==> src/rtl/frame_seq_pkg.sv <==
// Shared types and widths for the frame update sequencer.
// State encoding, frame/overrun counter widths and the overrun saturation value.
package frame_seq_pkg;

    typedef enum logic [1:0] {
        IDLE,
        START,
        WAIT,
        NEXT
    } seq_state_t;

    localparam int FRAME_CNT_W = 6;
    localparam int OVR_CNT_W   = 8;

    localparam logic [OVR_CNT_W-1:0] OVR_SAT = '1;

endpackage

==> src/rtl/frame_update_sequencer_vsync_edge_detect.sv <==
// VSync falling-edge detector: combinational fall, registered 1-cycle frame_tick and mod-64 frame count.
// The tick and the count update appear one cycle after VS is first sampled low.
module vsync_edge_detect
    import frame_seq_pkg::*;
(
    input  logic                   i_clk,
    input  logic                   i_rst,
    input  logic                   i_vs,
    output logic                   o_fall,
    output logic                   o_frame_tick,
    output logic [FRAME_CNT_W-1:0] o_frame_cnt
);

    logic                   r_vs_d;
    logic                   r_frame_tick;
    logic [FRAME_CNT_W-1:0] r_frame_cnt;
    logic                   w_fall;

    // vs_d resets high so a VS already low at reset release counts as one edge
    assign w_fall = r_vs_d & ~i_vs;

    always_ff @(posedge i_clk or posedge i_rst) begin
        if (i_rst) begin
            r_vs_d       <= 1'b1;
            r_frame_tick <= 1'b0;
            r_frame_cnt  <= '0;
        end else begin
            r_vs_d       <= i_vs;
            r_frame_tick <= w_fall;
            if (w_fall) begin
                r_frame_cnt <= r_frame_cnt + 1'b1;
            end
        end
    end

    assign o_fall       = w_fall;
    assign o_frame_tick = r_frame_tick;
    assign o_frame_cnt  = r_frame_cnt;

endmodule

==> src/rtl/frame_update_sequencer.sv <==
// Per-frame scheduler granting the frame buffer write path to clients 0..N-1 in order, with timeout.
// client_start[0] one cycle after VS is sampled low; next client starts 2 cycles after a done.
module frame_update_sequencer
    import frame_seq_pkg::*;
#(
    parameter int NUM_CLIENTS    = 4,
    parameter int TIMEOUT_CYCLES = 4096
) (
    input  logic                   frame_Clk,
    input  logic                   Reset,
    input  logic                   VS,
    input  logic                   enable,
    input  logic [NUM_CLIENTS-1:0] client_mask,
    input  logic [NUM_CLIENTS-1:0] client_done,
    output logic [NUM_CLIENTS-1:0] client_start,
    output logic [NUM_CLIENTS-1:0] grant,
    output logic                   busy,
    output logic                   frame_tick,
    output logic [FRAME_CNT_W-1:0] FrameCount,
    output logic [NUM_CLIENTS-1:0] timeout_err,
    output logic [OVR_CNT_W-1:0]   overrun_cnt
);

    localparam int IDX_W = (NUM_CLIENTS > 1) ? $clog2(NUM_CLIENTS) : 1;
    localparam int TMR_W = $clog2(TIMEOUT_CYCLES);

    localparam logic [TMR_W-1:0] TMR_INIT = TMR_W'(TIMEOUT_CYCLES - 1);
    localparam logic [IDX_W-1:0] IDX_LAST = IDX_W'(NUM_CLIENTS - 1);

    seq_state_t             r_state;
    seq_state_t             w_state_nxt;
    logic [IDX_W-1:0]       r_idx;
    logic [TMR_W-1:0]       r_timer;
    logic [NUM_CLIENTS-1:0] r_timeout_err;
    logic [OVR_CNT_W-1:0]   r_overrun_cnt;

    logic w_fall;
    logic w_sel_mask;
    logic w_sel_done;
    logic w_timer_zero;

    vsync_edge_detect u_vsync_edge_detect (
        .i_clk        (frame_Clk),
        .i_rst        (Reset),
        .i_vs         (VS),
        .o_fall       (w_fall),
        .o_frame_tick (frame_tick),
        .o_frame_cnt  (FrameCount)
    );

    assign w_sel_mask   = client_mask[r_idx];
    assign w_sel_done   = client_done[r_idx];
    assign w_timer_zero = (r_timer == '0);

    always_comb begin
        w_state_nxt  = r_state;
        client_start = '0;
        grant        = '0;
        case (r_state)
            IDLE: begin
                if (w_fall && enable) begin
                    w_state_nxt = START;
                end
            end
            START: begin
                if (w_sel_mask) begin
                    client_start[r_idx] = 1'b1;
                    grant[r_idx]        = 1'b1;
                    w_state_nxt         = WAIT;
                end else begin
                    w_state_nxt = NEXT;
                end
            end
            WAIT: begin
                grant[r_idx] = 1'b1;
                if (w_sel_done || w_timer_zero) begin
                    w_state_nxt = NEXT;
                end
            end
            NEXT: begin
                w_state_nxt = (r_idx == IDX_LAST) ? IDLE : START;
            end
            default: w_state_nxt = IDLE;
        endcase
    end

    always_ff @(posedge frame_Clk or posedge Reset) begin
        if (Reset) begin
            r_state       <= IDLE;
            r_idx         <= '0;
            r_timer       <= '0;
            r_timeout_err <= '0;
            r_overrun_cnt <= '0;
        end else begin
            r_state <= w_state_nxt;
            case (r_state)
                START: begin
                    if (w_sel_mask) begin
                        r_timer <= TMR_INIT;
                    end
                end
                // a done arriving on the expiry cycle still counts as success
                WAIT: begin
                    if (!w_sel_done) begin
                        if (w_timer_zero) begin
                            r_timeout_err[r_idx] <= 1'b1;
                        end else begin
                            r_timer <= r_timer - 1'b1;
                        end
                    end
                end
                NEXT: begin
                    r_idx <= (r_idx == IDX_LAST) ? '0 : r_idx + 1'b1;
                end
                default: ;
            endcase
            if (w_fall && (r_state != IDLE) && (r_overrun_cnt != OVR_SAT)) begin
                r_overrun_cnt <= r_overrun_cnt + 1'b1;
            end
        end
    end

    assign busy        = (r_state != IDLE);
    assign timeout_err = r_timeout_err;
    assign overrun_cnt = r_overrun_cnt;

endmodule
==> config.mk <==
export PLATFORM = sky130hd
export DESIGN_NAME = frame_update_sequencer
export DESIGN_NICKNAME = d
export VERILOG_FILES = /design/src/rtl/frame_seq_pkg.sv /design/src/rtl/frame_update_sequencer_vsync_edge_detect.sv /design/src/rtl/frame_update_sequencer.sv
export SDC_FILE = /design/constraint.sdc
export NUM_CORES = 1
export LEC_CHECK = 0
export BUFFER_PORTS_ARGS = -buffer_cell sky130_fd_sc_hd__buf_4
export CAP_MARGIN = 20
export CELL_PAD_IN_SITES_DETAIL_PLACEMENT = 1
export CELL_PAD_IN_SITES_GLOBAL_PLACEMENT = 2
export CORE_ASPECT_RATIO = 0.5
export CORE_UTILIZATION = 30
export CTS_CLUSTER_SIZE = 40
export DETAILED_ROUTE_END_ITERATION = 6
export PLACE_DENSITY_LB_ADDON = 0.1
export SLEW_MARGIN = 40
export SYNTH_ARGS = -nofsm -noshare
export SYNTH_HDL_FRONTEND = slang
export SYNTH_HIERARCHICAL = 1
export SYNTH_SLANG_ARGS = --single-unit
==> constraint.sdc <==
create_clock -name frame_Clk -period 5.6 [get_ports frame_Clk]
set_input_delay 0.28 -clock frame_Clk [delete_from_list [all_inputs] [get_ports frame_Clk]]
set_output_delay 0.28 -clock frame_Clk [all_outputs]
set_load 0.1 [all_outputs]
# Word-level counts from Yosys, hierarchy flattened
# Cells that the tools add are included.
[word_totals]
ff_bits = 36
in_bits = 12
[op_classes]
n_eq_ne = 10
reduce_logical = 12
n_mux = 19
magnitude_cmp = 2
addsub = 4
n_bitwise = 4
[ops]
columns = ["cell", "n"]
rows = [
  ["$mux W12", 3],
  ["$pmux W12 S2", 1],
  ["$logic_not A12 Y1", 1],
  ["$sub A12 B1 Y12 const B", 1],
  ["$ne A2 B2 Y1 const B", 5],
  ["$add A8 B1 Y8 const B", 1],
  ["$mux W4", 2],
  ["$ne A8 B8 Y1 const B", 1],
  ["$pmux W2 S4", 1],
  ["$pmux W4 S2", 1],
  ["$add A6 B1 Y6 const B", 1],
  ["$eq A2 B2 Y1 const B", 3],
  ["$mux W2", 3],
  ["$mux W1", 5],
  ["$bmux W1 S2", 2],
  ["$logic_and A1 B1 Y1", 4],
  ["$or A4 B4 Y4", 1],
  ["$reduce_and A4 Y1", 1],
  ["$reduce_bool A2 Y1", 2],
  ["$lt A2 B3 Y1 const B", 1],
  ["$reduce_and A3 Y1", 1],
  ["$add A2 B1 Y2 const B", 1],
  ["$demux W1 S2", 1],
  ["$eq A2 B1 Y1 const B", 1],
  ["other kinds (6)", 7],
]

# Depth between registers and ports, before layout
[depth]
depth_word = 6
ltp_mapped = 8

# Cells and area by module
# The synthesis kept the hierarchy.
[modules_own_cells]
columns = ["mod", "n_inst", "area_per_inst_um2", "cells_per_inst"]
rows = [
  ["frame_update_sequencer", 1, 1794.2, 176],
  ["vsync_edge_detect", 1, 330.3, 23],
]

# Worst setup path after synthesis
# No wires, ideal clock.
[synth_timing]
path_type = "flip-flop to flip-flop"
start = "reg r_overrun_cnt[2], in the netlist overrun_cnt[2]"
end = "reg r_overrun_cnt[1], in the netlist overrun_cnt[1]"
path_buffers = 0
setup_time_ns = 0.126
slack_ns = 3.372
arrival_ns = 2.103
path_stages_with_launch = 5
period_less_slack_ns = 2.228
required_ns = 5.474
cell_sequence = "dfrtp_1 and4_1 nand4_1 and3_1 mux2_2"
[synth_via]
elab_chain_cells = 2
[synth_rtl]
columns = ["item", "line_no", "rtl"]
rows = [
  ["start: declaration", "frame_update_sequencer.sv:35", "logic [OVR_CNT_W-1:0] r_overrun_cnt;"],
  ["start signal: assignment", "frame_update_sequencer.sv:118", "r_overrun_cnt <= r_overrun_cnt + 1'b1;"],
  ["$ne A8 B8 Y1", "frame_update_sequencer.sv:117", "if (w_fall && (r_state != IDLE) && (r_overrun_cnt != OVR_SAT)) begin"],
  ["$logic_and A1 B1 Y1", "frame_update_sequencer.sv:117", ""],
]
# No other way between the ends.
# A chain may end at the register's enable or synchronous reset.

# Worst setup path in the final report
[layout_timing]
start = "reg r_idx[0]"
end = "out grant[1]"
[layout_via]
elab_chain_cells = 6
word_cells_on_any_way = 9
[layout_rtl]
columns = ["item", "line_no", "rtl"]
rows = [
  ["start: declaration", "frame_update_sequencer.sv:32", "logic [IDX_W-1:0] r_idx;"],
  ["start signal: assignment", "frame_update_sequencer.sv:113", "r_idx <= (r_idx == IDX_LAST) ? '0 : r_idx + 1'b1;"],
  ["$lt A2 B3 Y1 (implied by the code) / $ge A2 B1 Y1 (equally long branches)", "frame_update_sequencer.sv:68, frame_update_sequencer.sv:75", ""],
  ["$logic_and A1 B1 Y1 (implied by the code)", "frame_update_sequencer.sv:68, frame_update_sequencer.sv:75", ""],
  ["$mux W1 (implied by the code)", "frame_update_sequencer.sv:68, frame_update_sequencer.sv:75", ""],
  ["$demux W1 S2", "frame_update_sequencer.sv:68, frame_update_sequencer.sv:75", ""],
  ["$mux W4", "frame_update_sequencer.sv:66", "if (w_sel_mask) begin"],
  ["$pmux W4 S2 *", "frame_update_sequencer.sv:59", "case (r_state)"],
  ["end: declaration", "frame_update_sequencer.sv:16", "output logic [NUM_CLIENTS-1:0] grant,"],
]
# Mark *: on every way between the ends. The rest lies on a longest branch, timed or not. The select of a mux whose other input is x is not followed.

==> impl_metrics.yaml <==
clock_network:
  cts_made_buffers: 5
  cts_tree: "yes"
  cts_max_path_buffers: 2
  clk_latency_ns: 0.28
  clock-sinks: 36
  post_cts_resized: 0
  root_buffer: "clkbuf_16"
  path_clk_slew_ns: 0.05
  h-tree-depth: 2
timing:
  rsz0062_at_grt: "no"
  setup_viol: 0
  fin_tns_setup_ns: 0
  hold_ws_ns: 0.1284
  slew_violations: 0
  min_period_ns: 2.370
  fin_crit_sh_pct: 42.32
  relSlewSlack_pct: 52.67
  layout_setup_ws_ns: 3.230
  fmax_ghz: 0.4220
  fin_skew_ns: 0.003006
  finalHoldViolations: 0
  tightest_slew_ns: 0.7035
global_route:
  grt_max_degree: 29
  grt_antenna_before_repair: 0
  grt_first_pass_wirelength_mm: 9.039
  grt_pass1_vias: 1806
  track_usage_pct: 15.98
  grt_overflow_total: 0
place:
  hpwl_mm: 4.030
  dpl_cell_area_mm2: 0.002472
  dp.cells: 325
  preCtsSetupSlack_ns: 3.300
  port_buffers: 39
  place_congestion: 0.7601
drt:
  drt_first_iter_violations: 44
  viasPerCell: 5.024
  drcViolationCount: 0
  wl_met1_mm: 2.575
  routedWlPerCell_um: 15.68
  vias: 1678
  drt_first_pass_iters: 4
  routed_wl_mm: 5.237
  highest_layer: "met3"
  met3_length_um: 163
  ant_nets: 0
  wl_met2_mm: 2.498
setup_path:
  worstPathArrival_ns: 2.09
  worstSetupStartpointType: "flop"
  path_max_fanout: 10
  end_kind: "output port"
  worstRegToRegCells: 6
  startpoint: "r_idx[0]$_DFFE_PP0P_"
  path_class: "flop to output port"
  worstReg2RegStart: "r_timer[0]$_DFFE_PP0P_"
  slowest_delay_ns: 0.67
  crit_path_cell_trace: "mux4_2 -> a21oi_1 -> nor2b_1 -> and2_1 -> buf_4"
  critPathSlowestCell: "mux4_2"
  cp.depth: 5
  cp.required_ns: 5.32
  crit_family: "multiplexers"
  critPathBufInv: 1
synth:
  synth.distinct_cells: 51
  synth-adder-area-share_pct: 7.067
  ys_async_sr_fraction_pct: 100.0
  synthSimpleGateAreaFrac_pct: 25.21
  synth-compound-area-share_pct: 10.19
  synth_edf_count: 0
  post_synth.cell_area_avg_um2: 10.68
  ys_top_cells_by_area: "dfrtp_1 (41%), ha_1 (7.1%), xnor2_1 (3.3%)"
  yosysTopAreaCell: "dfrtp_1"
  netlist.area_leader.share_pct: 41.22
  synth_top_family_by_area: "simple AND/OR/NAND/NOR gates"
  ys_ff_latch: 36
  synth_flop_cell: "dfrtp_1"
  syn_area_mm2: 0.002125
  synth_xor_area_share_pct: 4.122
  seq_area_frac_synth_pct: 42.46
  syn_nets: 223
  yosys_warnings: 6
  synth_cells: 199
  yosys-mux-area-fraction_pct: 5.300
floorplan:
  io_pins: 40
  dieArea_mm2: 0.007443
  rows: 21
  die-height_um: 61.51
  die_x_um: 121.0
  start_util_pct: 31.46
  core_mm2: 0.006753
layout:
  final_nets: 265
  drive_above_1_share_pct: 26.45
  diodes: 0
  instances_no_fill: 334
  fill_cells: 782
  fin_area_mm2: 0.002646
  area_growth_pct: 24.56
min_path:
  hold_depth: 1
  worstHoldPathType: "primary input to flop"
  min_from: "VS"
job:
  max-cap-violations: 0
power:
  p_per_area_mw_per_mm2: 617.4
  max-vdd-ir-drop_uv: 299.4
  p_leak_uw: 0.001188
status:
  status: "complete, no violations"
cell usage after synthesis (2+ instances only):
cell,instances
and3_1,7
and4_1,5
and2_1,7
nor2_1,6
nand4_1,8
a41oi_1,2
or3_1,3
mux4_2,2
or4_1,5
nor4b_1,3
xor2_1,2
mux2_2,2
inv_1,14
a21o_1,4
ha_1,12
nor3_1,5
xnor2_1,8
clkbuf_8,2
dfrtp_1,35
mux2i_1,3
buf_6,2
nor2b_1,3
nand3_1,8
a21oi_1,3
nor4_1,5
a31oi_1,6
or3b_2,2
o21ai_0,3
nand2_1,7
o31ai_1,4
kinds of logic (layout without fill, tap and decap cells):
family,after synthesis,in the layout
and+or+nand+nor,84,84
DFF,36,36
AOI/OAI and AO/OA,29,29
xor gates and xnor gates,10,10
buffers and inverters,20,63
muxes,8,8
adders and majority gates,12,12
stage by stage:
stage / util, % / total power, µW
2_1_floorplan: - / 1152
3_3_place_gp: 36.61 / 1322
3_5_place_dp: 36.61 / 1335
4_1_cts: 39.19 / 1659
5_1_grt: 39.19 / 1740
6_report: 39.19 / 1634
path summary, 6_finish.rpt:
check / to / slack, ns
max: grant[1] / 3.23
min: u_vsync_edge_detect/r_vs_d$_DFF_PP1_ / 0.13
max reg2reg: r_timer[3]$_DFFE_PP0P_ / 3.29
min reg2reg: timeout_err[2]$_DFFE_PP0P_ / 0.46
max in group asynchronous: overrun_cnt[6]$_DFFE_PP0P_ / 4.67
min in group asynchronous: u_vsync_edge_detect/o_frame_cnt[5]$_DFFE_PP0P_ / 0.53
final cells by class:
type                            count  area [µm²]  share of cell area [%]
Multi-Input combinational cell    143        1102                   41.65
Clock inverter                      2       35.03                   1.324
Sequential cell                    36       902.1                   34.09
Inverter                           14       52.55                   1.986
Clock buffer                        6       128.9                   4.870
Tap cell                           92       115.1                   4.350
Timing Repair Buffer               41       310.3                   11.73
cells in the final DEF (no fill, tap or decap), drive strengths merged, types with 6 or more instances in the layout:
master	instances
ha	12
and3	7
and2	7
nand4	8
nand3	8
inv	14
and4	6
nor2	6
buf	40
xnor2	8
clkbuf	6
nand2	7
dfrtp	35
or4	6
a31oi	6
state kept, by name (all words and copies together), names as in the netlist:
register	flops
r_timer	12
overrun_cnt	8
u_vsync_edge_detect/o_frame_cnt	6
timeout_err	4
r_idx	2
r_state	2
u_vsync_edge_detect/o_frame_tick	1
u_vsync_edge_detect/r_vs_d	1
where the power goes:
part	switching, µW	internal (µW)	total [µW]	leakage, µW
logic	644	244	889	0.000692
registers	98.3	336	434	0.000415
clock network	102	209	311	0.0000808
layer usage:
layer | up-vias | global-route usage [%]
li1 | 825 | -
met3 | 0 | 4.722
met5 | - | 0
met4 | 0 | 2.998
met2 | 16 | 27.35
met1 | 837 | 20.60
what timing repair did:
action,4_1_cts,5_1_grt
setup buffers,0,0
hold buffers,1,0
hold endpoints to repair,7,0
Power figures use the tool's default switching activity.
